File: src/rtl/sequenciador_varredura_if.sv
// Control and select bundle between the scan sequencer and the
// block that commands it.
interface sequenciador_varredura_if;
    logic       start;
    logic       stop;
    logic       dir;
    logic       continuo;
    logic [2:0] a;
    logic       en;
    logic       busy;
    logic       done;

    modport master (
        output start,
        output stop,
        output dir,
        output continuo,
        input  a,
        input  en,
        input  busy,
        input  done
    );

    modport slave (
        input  start,
        input  stop,
        input  dir,
        input  continuo,
        output a,
        output en,
        output busy,
        output done
    );
endinterface

File: src/rtl/sequenciador_varredura.sv
// Scan sequencer: walks the 3-to-8 decoder select through all eight
// positions, holding each for DWELL cycles, up or down, once or looping.
module sequenciador_varredura #(
    parameter int DWELL = 4,
    parameter int CNT_W = 8
) (
    input  logic                       clk,
    input  logic                       rst,
    sequenciador_varredura_if.slave    bus
);

    typedef enum logic {
        IDLE,
        SCAN
    } state_t;

    localparam logic [CNT_W-1:0] CNT_LAST = CNT_W'(DWELL - 1);

    state_t           state, state_n;
    logic [CNT_W-1:0] cnt, cnt_n;
    logic [2:0]       a, a_n;
    logic             en, en_n;
    logic             busy, busy_n;
    logic             done, done_n;
    logic             dir_q, dir_n;
    logic             cont_q, cont_n;
    logic             at_end;

    // Last position depends on the latched direction, not the live input.
    assign at_end = dir_q ? (a == 3'd0) : (a == 3'd7);

    always_comb begin
        state_n = state;
        cnt_n   = cnt;
        a_n     = a;
        en_n    = en;
        busy_n  = busy;
        done_n  = 1'b0;
        dir_n   = dir_q;
        cont_n  = cont_q;
        unique case (state)
            IDLE: begin
                en_n   = 1'b0;
                busy_n = 1'b0;
                if (bus.start && !bus.stop) begin
                    dir_n   = bus.dir;
                    cont_n  = bus.continuo;
                    a_n     = bus.dir ? 3'd7 : 3'd0;
                    en_n    = 1'b1;
                    busy_n  = 1'b1;
                    cnt_n   = '0;
                    state_n = SCAN;
                end
            end
            SCAN: begin
                if (bus.stop) begin
                    en_n    = 1'b0;
                    busy_n  = 1'b0;
                    cnt_n   = '0;
                    state_n = IDLE;
                end else if (cnt == CNT_LAST) begin
                    cnt_n = '0;
                    if (at_end && !cont_q) begin
                        en_n    = 1'b0;
                        busy_n  = 1'b0;
                        done_n  = 1'b1;
                        state_n = IDLE;
                    end else if (dir_q) begin
                        a_n = a - 3'd1;
                    end else begin
                        a_n = a + 3'd1;
                    end
                end else begin
                    cnt_n = cnt + 1'b1;
                end
            end
            default: begin
                state_n = IDLE;
            end
        endcase
    end

    always_ff @(posedge clk) begin
        if (rst) begin
            state  <= IDLE;
            cnt    <= '0;
            a      <= 3'd0;
            en     <= 1'b0;
            busy   <= 1'b0;
            done   <= 1'b0;
            dir_q  <= 1'b0;
            cont_q <= 1'b0;
        end else begin
            state  <= state_n;
            cnt    <= cnt_n;
            a      <= a_n;
            en     <= en_n;
            busy   <= busy_n;
            done   <= done_n;
            dir_q  <= dir_n;
            cont_q <= cont_n;
        end
    end

    assign bus.a    = a;
    assign bus.en   = en;
    assign bus.busy = busy;
    assign bus.done = done;

endmodule
File: src/flat_wrapper.sv
// flat-port wrapper written by rule: the top's interface ports become plain ports
module sequenciador_varredura_flat 
#(
    parameter int DWELL = 4,
    parameter int CNT_W = 8
)
  (clk, rst, bus_start, bus_stop, bus_dir, bus_continuo, bus_a, bus_en, bus_busy, bus_done);
  sequenciador_varredura_if bus_i ();
  input  logic clk;
  input  logic rst;
  input wire logic [$bits(bus_i.start)-1:0] bus_start;
  input wire logic [$bits(bus_i.stop)-1:0] bus_stop;
  input wire logic [$bits(bus_i.dir)-1:0] bus_dir;
  input wire logic [$bits(bus_i.continuo)-1:0] bus_continuo;
  output wire logic [$bits(bus_i.a)-1:0] bus_a;
  output wire logic [$bits(bus_i.en)-1:0] bus_en;
  output wire logic [$bits(bus_i.busy)-1:0] bus_busy;
  output wire logic [$bits(bus_i.done)-1:0] bus_done;
  assign bus_i.start = bus_start;
  assign bus_i.stop = bus_stop;
  assign bus_i.dir = bus_dir;
  assign bus_i.continuo = bus_continuo;
  assign bus_a = bus_i.a;
  assign bus_en = bus_i.en;
  assign bus_busy = bus_i.busy;
  assign bus_done = bus_i.done;
  sequenciador_varredura #(.DWELL(DWELL), .CNT_W(CNT_W)) u_core (.clk(clk), .rst(rst), .bus(bus_i));
endmodule
File: config.mk
export PLATFORM = sky130hd
export DESIGN_NAME = sequenciador_varredura_flat
export DESIGN_NICKNAME = d
export VERILOG_FILES = /design/src/rtl/sequenciador_varredura_if.sv /design/src/rtl/sequenciador_varredura.sv /design/src/flat_wrapper.sv
export SDC_FILE = /design/constraint.sdc
export NUM_CORES = 1
export LEC_CHECK = 0
export CAP_MARGIN = 10
export CORE_UTILIZATION = 30
export DETAILED_ROUTE_END_ITERATION = 10
export GPL_TIMING_DRIVEN = 0
export SYNTH_ARGS = -nofsm -noshare
export SYNTH_HDL_FRONTEND = slang
export SYNTH_SLANG_ARGS = --single-unit
File: constraint.sdc
create_clock -name clk -period 1.6 [get_ports clk]
set_input_delay 0.32 -clock clk [delete_from_list [all_inputs] [get_ports clk]]
set_output_delay 0.32 -clock clk [all_outputs]
set_load 0.01 [all_outputs]
==> reports/summary.txt, run 1 <==
synth warn - 0
# fillers - 283
grt total ovfl - 0
critical path data arrival time - 1740 ps
initial core utilization - 0.316
Static Leak - 0.429 nW
worst-case clock buffer depth - 2
placed inst area - 0.00102 mm2
utilization after layout - 0.417
Total GRT Usage - 0.137
via count - 796
Crit Path Category - reg2reg
Synth Cell Area - 871 um2
type of origin of the critical path - flip-flop
post-synthesis net count - 106
share of layout cells above drive strength 1 - 0.254
initial antenna violation count - 0
crit-path max FO - 3
Yosys reg bits - 16
Hold Path Class - reg2reg
final wirelength - 2000 um
global-route wire length before repair - 3300 um
synthesis-to-finish area growth - 32.0%
antenna cell count - 0
Nets - 128
Die Width - 55.9 um
# rows - 19
status - finished clean
DRT iter0 DRCs - 5
# IOs - 12
max-slew violation count - 0
crit path capture type - flip-flop
Synth Instances - 97
pin count of the biggest net entering global routing - 11
TritonCTS Buffers - 3
vias per inst - 5.34
pwr/cell area - 702 mW/mm2
worst skew pair latency - 290 ps
final period utilization - 0.980
DRC - 0
pin slew with the least headroom to its limit - 478 ps
Peak VDD IR - 585 uV
maximum operating frequency - 638 MHz
Tmin final - 1570 ps
final setup fails - 0
I/O Buffers - 11
vias in the first global route - 769
Die Footprint - 0.00312 mm2
hold_buf cts - 0
required time worst endpoint - 1770 ps
clk sinks - 16
Design Area, Final - 0.00115 mm2
HPWL after DPL - 1430 um
GPL Wtd Cong - 0.861
final hold vios - 0
ANT nets after route - 0
Max-slew headroom - 0.681
synth top area cells - dfxtp_1 (37%), a21oi_1 (6.3%), nand2_1 (4.3%)
CTS clk-pin slew, worst paths - 100 ps
sequential share of the synthesized area - 0.368
overall die height - 55.9 um
H-tree levels - 1
root buf cell - clkbuf_4
CORE AREA - 0.00276 mm2
unrepaired setup endpoints after global routing - yes
CTS tree - built
share of the synthesized area in the top cell type - 0.368
WL/cell - 13.4 um
Yosys top cell by area - dfxtp_1
Syn Area/Cell - 8.98 um2
Sum Neg Setup Slack - 0 ps
Max-Cap Viols - 0
DR pass1 iterations - 4
Final Skew - 1.62 ps
number of library cell types mapped by synthesis - 38
==> per-stage QoR <==
stage / hold WS, ps / total power, mW / worst slack (ps) / instances
4_1_cts: 523 / 0.817 / -8.42 / 146
3_3_place_gp: 497 / 0.533 / -372 / 139
6_report: 523 / 0.807 / 32.7 / 149
3_5_place_dp: 506 / 0.536 / -439 / 139
2_1_floorplan: 392 / 0.491 / 46.6 / 97
5_1_grt: 551 / 0.856 / -59.3 / 149
==> cells in the mapped netlist <==
cell type	count
nand2_1	10
clkbuf_1	1
o21ba_2	1
mux2i_1	2
ha_1	2
a41oi_1	2
buf_2	1
o21ai_0	3
nand3b_1	2
nand3_1	4
nand4b_1	2
o211a_1	1
nor4b_4	1
inv_1	4
nor4_1	1
o21a_1	1
and3_1	1
nor2b_1	1
or4b_4	1
o21ai_1	1
a22oi_1	1
o211ai_1	1
o31ai_4	1
a21oi_1	11
nor2_1	8
xor2_1	1
a31oi_1	1
nand2_2	1
a21oi_4	1
nor3b_1	1
o41ai_1	1
fa_1	1
dfxtp_1	16
nand2_4	1
a311oi_1	3
buf_4	1
nor3_1	3
a21o_1	2
==> flip-flops by register name (all words and copies together) (netlist names) <==
name             cells
u_core.bus.a         3
u_core.state         1
u_core.dir_q         1
u_core.bus.en        1
u_core.bus.done      1
u_core.cont_q        1
u_core.cnt           8
==> path summary, 6_finish.rpt <==
check / depth (start not counted) / from / slack [ps] / end
max: 6 / u_core.cnt[1] / 30 / u_core.bus.a[1]
min: 2 / u_core.cont_q / 520 / u_core.cont_q
min reg2reg: 2 / u_core.cont_q / 520 / u_core.cont_q
max reg2reg: 6 / u_core.cnt[1] / 30 / u_core.bus.a[1]
==> placed cells by master, fill, tap and decap left out, drive strengths merged <==
cell / count
dfxtp: 16
nand2: 12
a21oi: 12
clkdlybuf4s50: 9
nor2: 8
buf: 8
clkbuf: 5
inv: 4
nand3: 4
o21ai: 4
a311oi: 3
nor3: 3
nand3b: 2
a21o: 2
nand4b: 2
mux2i: 2
a41oi: 2
dlymetal6s2s: 2
ha: 2
nor3b: 1
nor4b: 1
xor2: 1
o21a: 1
or4b: 1
o31ai: 1
nor4: 1
nor2b: 1
a22oi: 1
o41ai: 1
o21ba: 1
and3: 1
o211a: 1
a31oi: 1
o211ai: 1
fa: 1
==> timing repair <==
| item | 4_1_cts | 5_1_grt |
|---|---|---|
| resized for setup | 8 | 8 |
| pin swaps | 1 | 2 |
| setup endpoints to repair | 9 | 8 |
| buffers inserted | 3 | 3 |
==> power breakdown <==
group / leakage, nW / switching, mW / internal, mW
clock network: 0.0210 / 0.137 / 0.139
registers: 0.133 / 0.0109 / 0.409
logic: 0.275 / 0.0584 / 0.0533
total: 0.429 / 0.206 / 0.601
==> layer usage <==
metal	vias up	routed length (um)	GRT usage
li1	403	-	-
met1	378	872	0.147
met2	13	1040	0.251
met3	2	78	0.0512
met4	0	9	0.0383
met5	-	0	0
==> critical path, cell delays in order (launching register included) <==
cell,delay (ps)
dfxtp_2,360
ha_4,150
nor4b_4,220
nand2_2,130
o31ai_4,310
mux2i_1,230
nor2_1,50
==> final cells by class <==
cell class,count,area (um2),area share
multi-input cells,74,553,0.481
flip-flops and latches,16,330,0.287
repair buffers,17,160,0.139
well taps,31,38.8,0.0337
clock buffers,4,36.3,0.0316
plain buffers,3,16.3,0.0141
inverters,4,15.0,0.0131
==> logic make-up (layout without fill, tap and decap cells) <==
| family | Yosys count | in the layout | synth area share |
|---|---|---|---|
| xor+xnor | 1 | 1 | 0.0101 |
| compound gates | 31 | 31 | 0.263 |
| mux | 2 | 2 | 0.0230 |
| buf+inv | 7 | 28 | 0.0359 |
| fa+ha+maj | 3 | 3 | 0.0517 |
| flops | 16 | 16 | 0.368 |
| simple gates | 37 | 37 | 0.249 |
(Power assumes the default switching activity.)
==> inputs of run 2 (changes only) <==
ABC_AREA = 0   (was default)
RECOVER_POWER = 50   (was default)
clock period = 1.25 ns   (was 1.6 ns; I/O delays follow)
==> run 2 against run 1 <==
Effect of this change:
- sequential cell count is the same
- sequential share of layout area decreased by 1.4 points
- cell area is 7.1% higher
- register-to-register slack got worse by 360 ps
- global-route usage increased by 0.62 points
- final cell count increased by 2.0%
- clock power rose by 26%
- worst setup slack got worse by 360 ps
- largest cell class unchanged
- count of clock-buffer cells in the layout did not move
- highest routed layer unchanged
- the run now ends with negative setup slack left
==> reports/summary.txt, run 2 (synthesis gave the netlist of run 1 again) <==
grt total ovfl - 0 (unchanged)
DR pass1 iterations - 4 (unchanged)
TritonCTS Buffers - 3 (unchanged)
GPL Wtd Cong - 0.819 (-4.8%)
clk sinks - 16 (unchanged)
crit path buf inv count - 0 (unchanged)
CTS clk-pin slew, worst paths - 100 ps (about the same)
final period utilization - 1.26 (+0.281)
final wirelength - 2120 um (+6.0%)
post-route setup slack - -326 ps (-358 ps)
failing checks - negative setup slack
vias in the first global route - 814 (+5.9%)
global-route wire length before repair - 3550 um (+7.7%)
overall die height - 55.9 um (unchanged)
root buf cell - clkbuf_4
pwr/cell area - 847 mW/mm2 (+21%)
CTS tree - built
Max-slew headroom - 0.797 (+0.115)
Total GRT Usage - 0.143 (+0.00622)
DRC - 0 (unchanged)
final setup fails - 13 (+13)
worst-case clock buffer depth - 2 (unchanged)
critical path data arrival time - 1760 ps (+20 ps)
Max-Cap Viols - 0 (unchanged)
worst reg-to-reg setup slack - -330 ps (-360 ps)
Worst path depth - 5 (-1)
crit-path max FO - 5 (+2)
crit path capture type - flip-flop
via count - 822 (+3.3%)
crit-path leading delay family - simple AND/OR/NAND/NOR gates
max reg flops - 8 (unchanged)
worst skew pair latency - 290 ps (about the same)
# rows - 19 (unchanged)
top flop regs - u_core.cnt: 8 flops, u_core.bus.a: 3 flops
share of layout cells above drive strength 1 - 0.364 (+0.109)
synthesis-to-finish area growth - 41.4%
max-slew violation count - 0 (unchanged)
required time worst endpoint - 1430 ps (-340 ps)
DRT iter0 DRCs - 29 (+24)
HPWL after DPL - 1440 um (+0.38%)
ANT nets after route - 0 (unchanged)
CP cell instances - or4b_4, a21oi_4, o31ai_4, mux2i_1, o21ai_1
Die Footprint - 0.00312 mm2 (unchanged)
final hold vios - 0 (unchanged)
crit path from - u_core.bus.a[1]
Tmin final - 1580 ps (+8.43 ps)
pin count of the biggest net entering global routing - 11 (unchanged)
Setup crit end - u_core.bus.a[2]
type of origin of the critical path - flip-flop
vias per inst - 5.41 (+1.2%)
CP max stage cell - or4b_4
pin slew with the least headroom to its limit - 303 ps (-175 ps)
initial antenna violation count - 0 (unchanged)
Peak VDD IR - 969 uV (+66%)
Reg-to-Reg End - u_core.bus.a[2]
Die Width - 55.9 um (unchanged)
unrepaired setup endpoints after global routing - yes
most frequent cells in the layout - nand2_1 (10), dfxtp_1 (9), a21oi_1 (8), buf_4 (8), nor2_1 (7)
Tot Pwr - 1.04 mW (+29%)
most common cell after layout, fill and taps aside - nand2_1
H-tree levels - 1 (unchanged)
Static Leak - 0.457 nW (+6.7%)
worst reg2reg path startpoint - u_core.bus.a[1]
Hold Path Cell Cnt - 4 (+2)
Hold Path Class - in2reg
maximum operating frequency - 635 MHz (-0.54%)
hold slack - 387 ps (-137 ps)
most flop-heavy register - u_core.cnt
worst stage delay on the critical path - 560 ps (+200 ps)
Nets - 131 (+2.3%)
Final Skew - 9.25 ps (+7.63 ps)
# IOs - 12 (unchanged)
WL/cell - 14.0 um (+4.0%)
length in cells of the worst reg-to-reg path - 5 (-1)
antenna cell count - 0 (unchanged)
status - finished, violations left
CORE AREA - 0.00276 mm2 (unchanged)
Crit Path Category - reg2reg
initial core utilization - 0.316 (unchanged)
I/O Buffers - 11 (unchanged)
[run 2: area by class of cell]
cell class                      instances  area (um2)
Fill cell                             280        1530
Sequential cell                        16         337
Timing Repair Buffer                   20         184
Inverter                                4        15.0
Clock buffer                            4        36.3
Tap cell                               31        38.8
Multi-Input combinational cell         74         603
Buffer                                  3        17.5
[run 2: per-layer routing]
layer / routed length (um) / global-route usage
met1: 913 / 0.155
met2: 1090 / 0.274
met4: 8 / 0.0139
met5: 0 / 0
met3: 108 / 0.0535
[run 2: worst min-delay path, delay by kind of cell]
kind,cells,cell delay (ps)
AND/OR/NAND/NOR,2,140
buffers and inverters,1,200
AO/OA/AOI/OAI,1,50
[run 2: how the worst min path moves through the flow]
| stage | startpoint | to | slack [ps] |
|---|---|---|---|
| after CTS | bus_continuo | u_core.cont_q | 500 |
| final | bus_stop | u_core.cont_q | 390 |
| after detailed placement | u_core.cont_q | u_core.cont_q | 500 |
| after global placement | u_core.dir_q | u_core.dir_q | 490 |
| after floorplan | rst | u_core.cnt[5] | 320 |
| after global routing | bus_stop | u_core.cont_q | 420 |
[run 2: report_power, final]
group	switching (mW)	internal, mW
combinational	0.0847	0.0750
clock	0.172	0.177
sequential	0.0139	0.520
total	0.270	0.772
[run 2: what timing repair did]
item	in CTS	in global routing
gates resized for setup	16	17
setup buffers	7	3
gates cloned	0	0
pin swaps	8	10
hold buffers	0	0
endpoints found under the setup margin	19	18
endpoints found under the hold margin	0	0
[run 2: metrics by stage]
stage	cell area (um2)	worst slack (ps)	cells	utilization	setup TNS (ps)
after detailed placement	1040	-505	139	0.378	-5700
after global placement	1040	-463	139	0.378	-5190
final	1230	-326	152	0.446	-2560
after global routing	1230	-376	152	0.446	-3530
after CTS	1150	-324	150	0.416	-3160
after floorplan	895	-229	97	-	-1100
